===== src/rtl/r_forward_arbiter_pkg.sv =====
// Shared constants for the read-forward merge path.
// Beat layout and a width helper used by the arbiter.
package r_forward_arbiter_pkg;

    localparam int DATA_W   = 77;
    localparam int ADDR_LSB = 33;
    localparam int ADDR_MSB = 68;

    function automatic int clog2(input int n);
        int r;
        r = 0;
        for (int v = n - 1; v > 0; v = v >> 1) begin
            r++;
        end
        return r;
    endfunction

endpackage


===== src/rtl/axi_skid2.sv =====
// Two-entry valid/ready buffer: head drives the outputs,
// skid holds the second beat. Load enable depends on count only.
module axi_skid2 #(
    parameter int WIDTH = 8
) (
    input  logic             clk,
    input  logic             rst_n,
    input  logic [WIDTH-1:0] load_data,
    input  logic             load_valid,
    output logic             load_en,
    output logic [WIDTH-1:0] head,
    output logic             head_valid,
    input  logic             drain_ready,
    output logic [1:0]       count
);

    logic [WIDTH-1:0] skid;
    logic             load;
    logic             drain;

    assign load_en    = (count != 2'd2);
    assign head_valid = (count != 2'd0);
    assign load       = load_valid & load_en;
    assign drain      = head_valid & drain_ready;

    always_ff @(posedge clk) begin
        if (!rst_n) begin
            count <= 2'd0;
            head  <= '0;
            skid  <= '0;
        end else begin
            unique case ({load, drain})
                2'b10: begin
                    if (count == 2'd0) head <= load_data;
                    else               skid <= load_data;
                    count <= count + 2'd1;
                end
                2'b01: begin
                    head  <= skid;
                    count <= count - 2'd1;
                end
                // only reachable with count==1: new beat replaces head
                2'b11: head <= load_data;
                default: ;
            endcase
        end
    end

endmodule


===== src/rtl/r_forward_arbiter.sv =====
// Round-robin merge of per-master read-forward streams onto one port,
// tagging each beat with its source index for response routing.
module r_forward_arbiter
    import r_forward_arbiter_pkg::*;
#(
    parameter  int NUM_PORTS = 4,
    localparam int SRC_W     = clog2(NUM_PORTS)
) (
    input  logic                        ACLK,
    input  logic                        ARESETn,
    input  logic [NUM_PORTS*DATA_W-1:0] DATAi,
    input  logic [NUM_PORTS-1:0]        VALIDi,
    output logic [NUM_PORTS-1:0]        READYi,
    output logic [DATA_W-1:0]           DATAo,
    output logic [SRC_W-1:0]            SRCo,
    output logic                        VALIDo,
    input  logic                        READYo
);

    logic [NUM_PORTS-1:0]    grant;
    logic [SRC_W-1:0]        gnt_idx;
    logic [SRC_W-1:0]        rr_ptr;
    logic [SRC_W-1:0]        next_ptr;
    logic                    found;
    logic                    load_en;
    logic                    accept;
    logic [DATA_W-1:0]       sel_data;
    logic [SRC_W+DATA_W-1:0] buf_head;
    logic [1:0]              buf_count;

    // first valid port at or after the pointer, wrapping to 0
    always_comb begin
        int p;
        p       = 0;
        grant   = '0;
        gnt_idx = '0;
        found   = 1'b0;
        for (int i = 0; i < NUM_PORTS; i++) begin
            p = int'(rr_ptr) + i;
            if (p >= NUM_PORTS) p = p - NUM_PORTS;
            if (!found && VALIDi[p]) begin
                found    = 1'b1;
                grant[p] = 1'b1;
                gnt_idx  = SRC_W'(p);
            end
        end
    end

    always_comb begin
        if (int'(gnt_idx) == NUM_PORTS - 1) next_ptr = '0;
        else                               next_ptr = gnt_idx + 1'b1;
    end

    assign sel_data = DATAi[int'(gnt_idx)*DATA_W +: DATA_W];
    assign READYi   = grant & {NUM_PORTS{load_en & ARESETn}};
    assign accept   = found & load_en;

    always_ff @(posedge ACLK) begin
        if (!ARESETn)    rr_ptr <= '0;
        else if (accept) rr_ptr <= next_ptr;
    end

    axi_skid2 #(
        .WIDTH (SRC_W + DATA_W)
    ) u_buf (
        .clk         (ACLK),
        .rst_n       (ARESETn),
        .load_data   ({gnt_idx, sel_data}),
        .load_valid  (found),
        .load_en     (load_en),
        .head        (buf_head),
        .head_valid  (VALIDo),
        .drain_ready (READYo),
        .count       (buf_count)
    );

    assign {SRCo, DATAo} = buf_head;

endmodule

===== config.mk =====
export PLATFORM = sky130hd
export DESIGN_NAME = r_forward_arbiter
export DESIGN_NICKNAME = d
export VERILOG_FILES = /design/src/rtl/r_forward_arbiter_pkg.sv /design/src/rtl/axi_skid2.sv /design/src/rtl/r_forward_arbiter.sv
export SDC_FILE = /design/constraint.sdc
export NUM_CORES = 1
export LEC_CHECK = 0
export ABC_AREA = 1
export BUFFER_PORTS_ARGS = -buffer_cell sky130_fd_sc_hd__buf_2
export CORE_UTILIZATION = 35
export DETAILED_ROUTE_END_ITERATION = 16
export GPL_TIMING_DRIVEN = 0
export HOLD_SLACK_MARGIN = 0.02
export PLACE_DENSITY_LB_ADDON = 0.2
export RECOVER_POWER = 100
export SETUP_SLACK_MARGIN = 0.05
export SYNTH_ARGS = -nofsm -noshare
export SYNTH_HDL_FRONTEND = slang
export SYNTH_SLANG_ARGS = --single-unit

===== constraint.sdc =====
create_clock -name ACLK -period 3.1 [get_ports ACLK]
set_clock_uncertainty 0.15 [all_clocks]
set_input_delay 0.465 -clock ACLK [delete_from_list [all_inputs] [get_ports ACLK]]
set_output_delay 0.465 -clock ACLK [all_outputs]
set_load 0.005 [all_outputs]

# After elaboration in Yosys (flattened, before gate mapping)
# Cells that the tools add are included.
[word_totals]
register_bits = 162
in_bits = 315
out_inout_bits = 84
word_cells = 98
[op_classes]
add_sub_neg = 10
multipliers = 1
order_cmp = 12
eq_ne = 6
shifts = 1
muxes = 40
n_bitwise = 8
n_reduce_logical = 16
[op_table]
columns = ["cell", "count"]
rows = [
  ["indexed part select 308 x 10 -> 77 bit", 1],
  ["one-hot mux 79 bit (3 select lines)", 1],
  ["greater-or-equal comparator 32 x 1 -> 1 bit, second input constant", 4],
  ["less-than comparator 32 x 4 -> 1 bit, second input constant", 4],
  ["two-way mux 32 bit", 4],
  ["two-way mux 79 bit", 1],
  ["two-way mux 1 bit", 16],
  ["two-way mux 4 bit", 4],
  ["bitwise OR 4 bit", 3],
  ["subtractor 3 x 3 -> 4 bit, second input constant", 3],
  ["two-way mux 2 bit", 5],
  ["greater-or-equal comparator 3 bit, second input constant", 3],
  ["multiplier 2 x 7 -> 9 bit, second input constant", 1],
  ["binary-select mux 1 bit (select 2 bit)", 4],
  ["demux 1 bit (select 2 bit)", 4],
  ["logical AND 1 bit", 7],
  ["adder 2 x 2 -> 3 bit, second input constant", 2],
  ["adder 2 x 1 -> 2 bit, second input constant", 2],
  ["AND 4 bit", 1],
  ["equality test 2 x 1 -> 1 bit, second input constant", 2],
  ["equality test 2 bit, second input constant", 2],
  ["one-hot mux 2 bit (2 select lines)", 1],
  ["AND reduction 2 bit", 2],
  ["nonzero test 2 bit", 2],
  ["11 further kinds", 15],
]

# Logic depth before layout (Yosys ltp)
[depth]
ltp_word = 19
mapped_depth = 19
ltp_nobuf = 16

# Modules after synthesis
# Synthesis repeated with hierarchy kept, for this count alone.
[unflattened]
hier_cells = 2171
area_unflattened_um2 = 12152.9
[modules_own_cells]
columns = ["mod", "n_inst", "cells_each", "area_per_inst_um2", "seq_area_each_um2"]
rows = [
  ["axi_skid2", 1, 1136, 7305.8, 3203.1],
  ["r_forward_arbiter", 1, 1035, 4847.1, 40.0],
]

# Worst setup path after synthesis
# No wires, ideal clock.
[synth_timing]
path_kind = "register to register"
from = "reg rr_ptr[0]"
to = "reg u_buf.skid[45]"
setup_ns = 0.109
arrival_time_ns = 2.801
required_ns = 2.841
slack_ns = 0.040
path_stages_with_launch = 20
path_buffers = 3
synth_period_minus_slack_ns = 3.060
cell_sequence = "dfxtp_1 inv_2 ha_1 inv_1 nand2_1 nand2_2 nor2_4 nand3_2 buf_4 o21ai_0 inv_1 ha_1 nand2_1 clkinv_1 clkbuf_1 clkbuf_1 nor2_1 nor2_1 nand2_1 inv_1"
[synth_between]
elab_chain_cells = 18
word_cells_on_any_way = 46
cone_classes = "7 x add/sub; 1 x mul; 4 x order compare; 1 x eq/ne; 1 x shift; 24 x mux; 1 x bitwise; 7 x reduce/logical"
[synth_rtl]
columns = ["element", "line_no", "text"]
rows = [
  ["start: declaration", "r_forward_arbiter.sv:22", "logic [SRC_W-1:0] rr_ptr;"],
  ["start signal: assignment", "r_forward_arbiter.sv:60", "else if (accept) rr_ptr <= next_ptr;"],
  ["branches (longest 14 deep; another with subtractor 3 x 3 -> 4 bit)", "n/a", ""],
  ["two-way mux 1 bit *", "r_forward_arbiter.sv:41", "if (!found && VALIDi[p]) begin"],
  ["AND 1 bit *", "n/a", ""],
  ["named net accept", "r_forward_arbiter.sv:26", "logic accept;"],
  ["equality test 2 bit *", "axi_skid2.sv:32", "unique case ({load, drain})"],
  ["AND reduction 2 bit (no line) *", "n/a", ""],
  ["end signal: assignment", "axi_skid2.sv:35", "else skid <= load_data;"],
  ["end: declaration", "axi_skid2.sv:17", "logic [WIDTH-1:0] skid;"],
]
# Mark *: on every way through the listed nets, which the timed path passes. The select of a mux whose other input is x is not followed.
# A chain may end at the register's enable or synchronous reset.

# Final worst setup path
[layout_timing]
from = "reg rr_ptr[0]"
to = "out READYi[1]"
[layout_between]
elab_chain_cells = 16
word_cells_on_any_way = 64
cone_classes = "7 x add/sub; 12 x order compare; 31 x mux; 4 x bitwise; 10 x reduce/logical"
[layout_rtl]
columns = ["element", "line_no", "text"]
rows = [
  ["branches (longest 14 deep; another with greater-or-equal comparator 32 x 1 -> 1 bit)", "n/a", ""],
  ["two-way mux 4 bit *", "r_forward_arbiter.sv:41", ""],
  ["AND 4 bit *", "r_forward_arbiter.sv:55", "assign READYi = grant & {NUM_PORTS{load_en & ARESETn}};"],
  ["end: declaration", "r_forward_arbiter.sv:13", "output logic [NUM_PORTS-1:0] READYi,"],
]
# Every way passes the cells marked *. The select of a mux whose other input is x is not followed.

==> reports/metrics.cfg <==
[pwr]
p_leak_nw = 7.009
ir_drop_v = 0.0007061
power_mw = 19.17
power.density_nw_per_um2 = 1422

[synthesis]
synthesis.area_um2 = 10280
synth.largest_area_cell = dfxtp_1
postSynthCellCount = 1670
synth_seq_cells = 162
yosysSeqAreaShare = 0.3156
syn-num-nets = 1992
syn_area_per_cell_um2 = 6.154
yosysWarningCount = 0
yosysTopAreaCellShare = 0.3156
synthTopCellsByArea = dfxtp_1 32%, nand2_1 15%, nand3_1 11%
yosys.cell_types.count = 29

[clock_network]
clock_tree.buffer_depth = 2
clock-sinks = 162
cts.htree.levels = 4
clk_latency_ps = 430
cts_tree = done
clkSlewWorstSetupHoldPaths_ps = 70
root_buffer = clkbuf_16
cts_buffers = 17

[sta]
relSlewSlack = 0.5153
rsz0062_at_grt = true
worst_slack_ps = 127.3
hold_viol_final = 0
period_minus_slack_ps = 2973
whs_ps = 292.3
report.final.slew_viol_count = 0
fin_crit_sh = 0.9589
tightest_slew_ps = 727.0
fmax_mhz = 336.4
finalSetupViolations = 0

[critical_path]
worstPathArrival_ps = 2360
startpoint_type = flop
crit_path_top_delay_cell = dfxtp_4
worstSetupPathType = flop to primary output
crit_fanout = 8
cp.depth = 14
crit_buf_inv = 5
required_ps = 2480
crit_chain = inv_4 > ha_4 > inv_1 > nand2_1 > nand2_2 > nor2_4 > buf_6 > nand2_2 > o22ai_1 > a21oi_1 > o21ai_0 > nand2_1 > inv_1 > buf_2
cpPeakStageDelay_ps = 400
cp_top_family = buffers and inverters
ff2ff_path_depth = 18
cp-end-kind = primary output

[placed_design]
hpwl_um = 33400
port-buffer-count = 398
dp.cells = 2452
dp_slack_ps = -984.1
place_congestion = 0.9531

[floorplan]
initial_core_util = 0.3571
die_w_um = 173.4
die-area_um2 = 30050
num_rows = 62
ios = 399
die_h_um = 173.4
core-area_um2 = 28780

[drt]
wire_per_inst_um = 17.60
drtIter0Drc = 830
vias = 13090
drc_errors = 0
totalWireLength_um = 43850
viasPerCell = 5.257
first_pass_iters = 8
ant_nets = 0

[final_layout]
drive_above_1_share = 0.2464
fin_cells = 2491
final_common_cell = nand2_1
fin_util = 0.4682
final_cell_mix = 405 x nand2_1, 398 x buf_2, 227 x nand3_1, 165 x a21oi_1, 160 x dfxtp_1
nets = 2415
syn_to_final_growth_pct = 31.12
fill_cells = 3200

[global_routing]
grt_pass1_vias = 12370
antenna_found_initial = 1
overflow = 0
grt_max_degree = 17
grt_usage = 0.2824
grt_pass1_wl_um = 66710

[min_path]
worst_hold_path.num_cells = 7
hold_class = primary input to flop

[outcome]
status = completed

[job]
maxCapViolCount = 0

-- what timing repair did --
item | 4_1_cts | 5_1_grt
pin swaps | 1 | 0
setup endpoints to repair | 163 | 162
hold buffers | 0 | 0
gates resized for setup | 37 | 42
buffers inserted | 2 | 4
-- worst register-to-register path, cell delays in order (launching register included) --
cell      delay, ps
dfxtp_4         400
inv_4            90
ha_4            300
inv_1            80
nand2_1         100
nand2_2          80
nor2_4          150
buf_6           130
nand3b_2        150
nand3_2         160
nand2_8         140
inv_8           150
buf_6           190
buf_4           190
nand3_1         140
nand2_1         100
nand2_1          50
nand2_1          60
inv_1            30
-- routing by layer --
metal,global-route usage,routed length [µm],up-vias
li1,-,-,6476
met1,0.3549,18950,6032
met2,0.4896,20980,532
met3,0.04759,2862,54
met4,0.08850,1056,0
met5,0,0,-
-- final cells by class --
class / count / area [µm²] / area share
Clock buffer: 20 / 456.7 / 0.03389
Antenna cell: 1 / 2.502 / 0.0001857
Clock inverter: 12 / 145.1 / 0.01077
Timing Repair Buffer: 404 / 1964 / 0.1458
Buffer: 151 / 777.0 / 0.05766
Tap cell: 384 / 480.5 / 0.03565
Multi-Input combinational cell: 1251 / 5983 / 0.4440
Inverter: 106 / 415.4 / 0.03083
Sequential cell: 162 / 3251 / 0.2412
-- power by group --
group,internal (mW),switching (mW),leakage (nW)
logic,4.45,9.20,5.38
registers,2.91,0.413,1.35
clock network,1.25,0.947,0.288
-- sequential cells by signal, summed over array words and instances, names as in the netlist --
name and flops:
u_buf.head 79, rr_ptr 2, u_buf.count 2, u_buf.skid 79
-- final timing paths --
path	end	startpoint	slack (ps)
max reg2reg	u_buf.skid[68]	rr_ptr[0]	180
min	u_buf.skid[21]	DATAi[21]	290
max	READYi[1]	rr_ptr[0]	130
min reg2reg	u_buf.head[17]	u_buf.skid[17]	370
-- Yosys cell counts --
master    instances
buf_6             2
nand2_4           2
ha_1              7
o22ai_1           1
buf_1             2
nor2_1          158
buf_4            11
nand2_1         406
nand3_2          15
a31oi_1           2
inv_1           100
nand2_2          10
a22oi_1           3
o21bai_1          1
buf_2            61
o21ai_1           2
o21ai_0          93
a21oi_1         165
dfxtp_1         162
clkbuf_2          1
clkbuf_1         74
inv_2             4
nand4_1         155
nand3_1         227
nand3b_2          1
o221ai_1          1
xor2_1            1
nor2_4            1
clkinv_1          2
-- cells by family after synthesis --
| family | after synthesis | share of synthesized area |
|---|---|---|
| AOI/OAI and AO/OA | 268 | 0.1322 |
| DFF | 162 | 0.3156 |
| buffers and inverters | 257 | 0.1069 |
| xor gates and xnor gates | 1 | 0.0008524 |
| and+or+nand+nor | 975 | 0.4360 |
| adders and majority gates | 7 | 0.008522 |
-- through the flow --
| stage | instance area [µm²] | setup TNS (ps) |
|---|---|---|
| after floorplan | 10280 | 0 |
| after global placement | 12750 | -122990 |
| after detailed placement | 12750 | -133470 |
| after CTS | 13460 | 0 |
| after global routing | 13480 | -311.1 |
| final | 13480 | 0 |
Note: power is estimated with default switching activity, not from simulation.
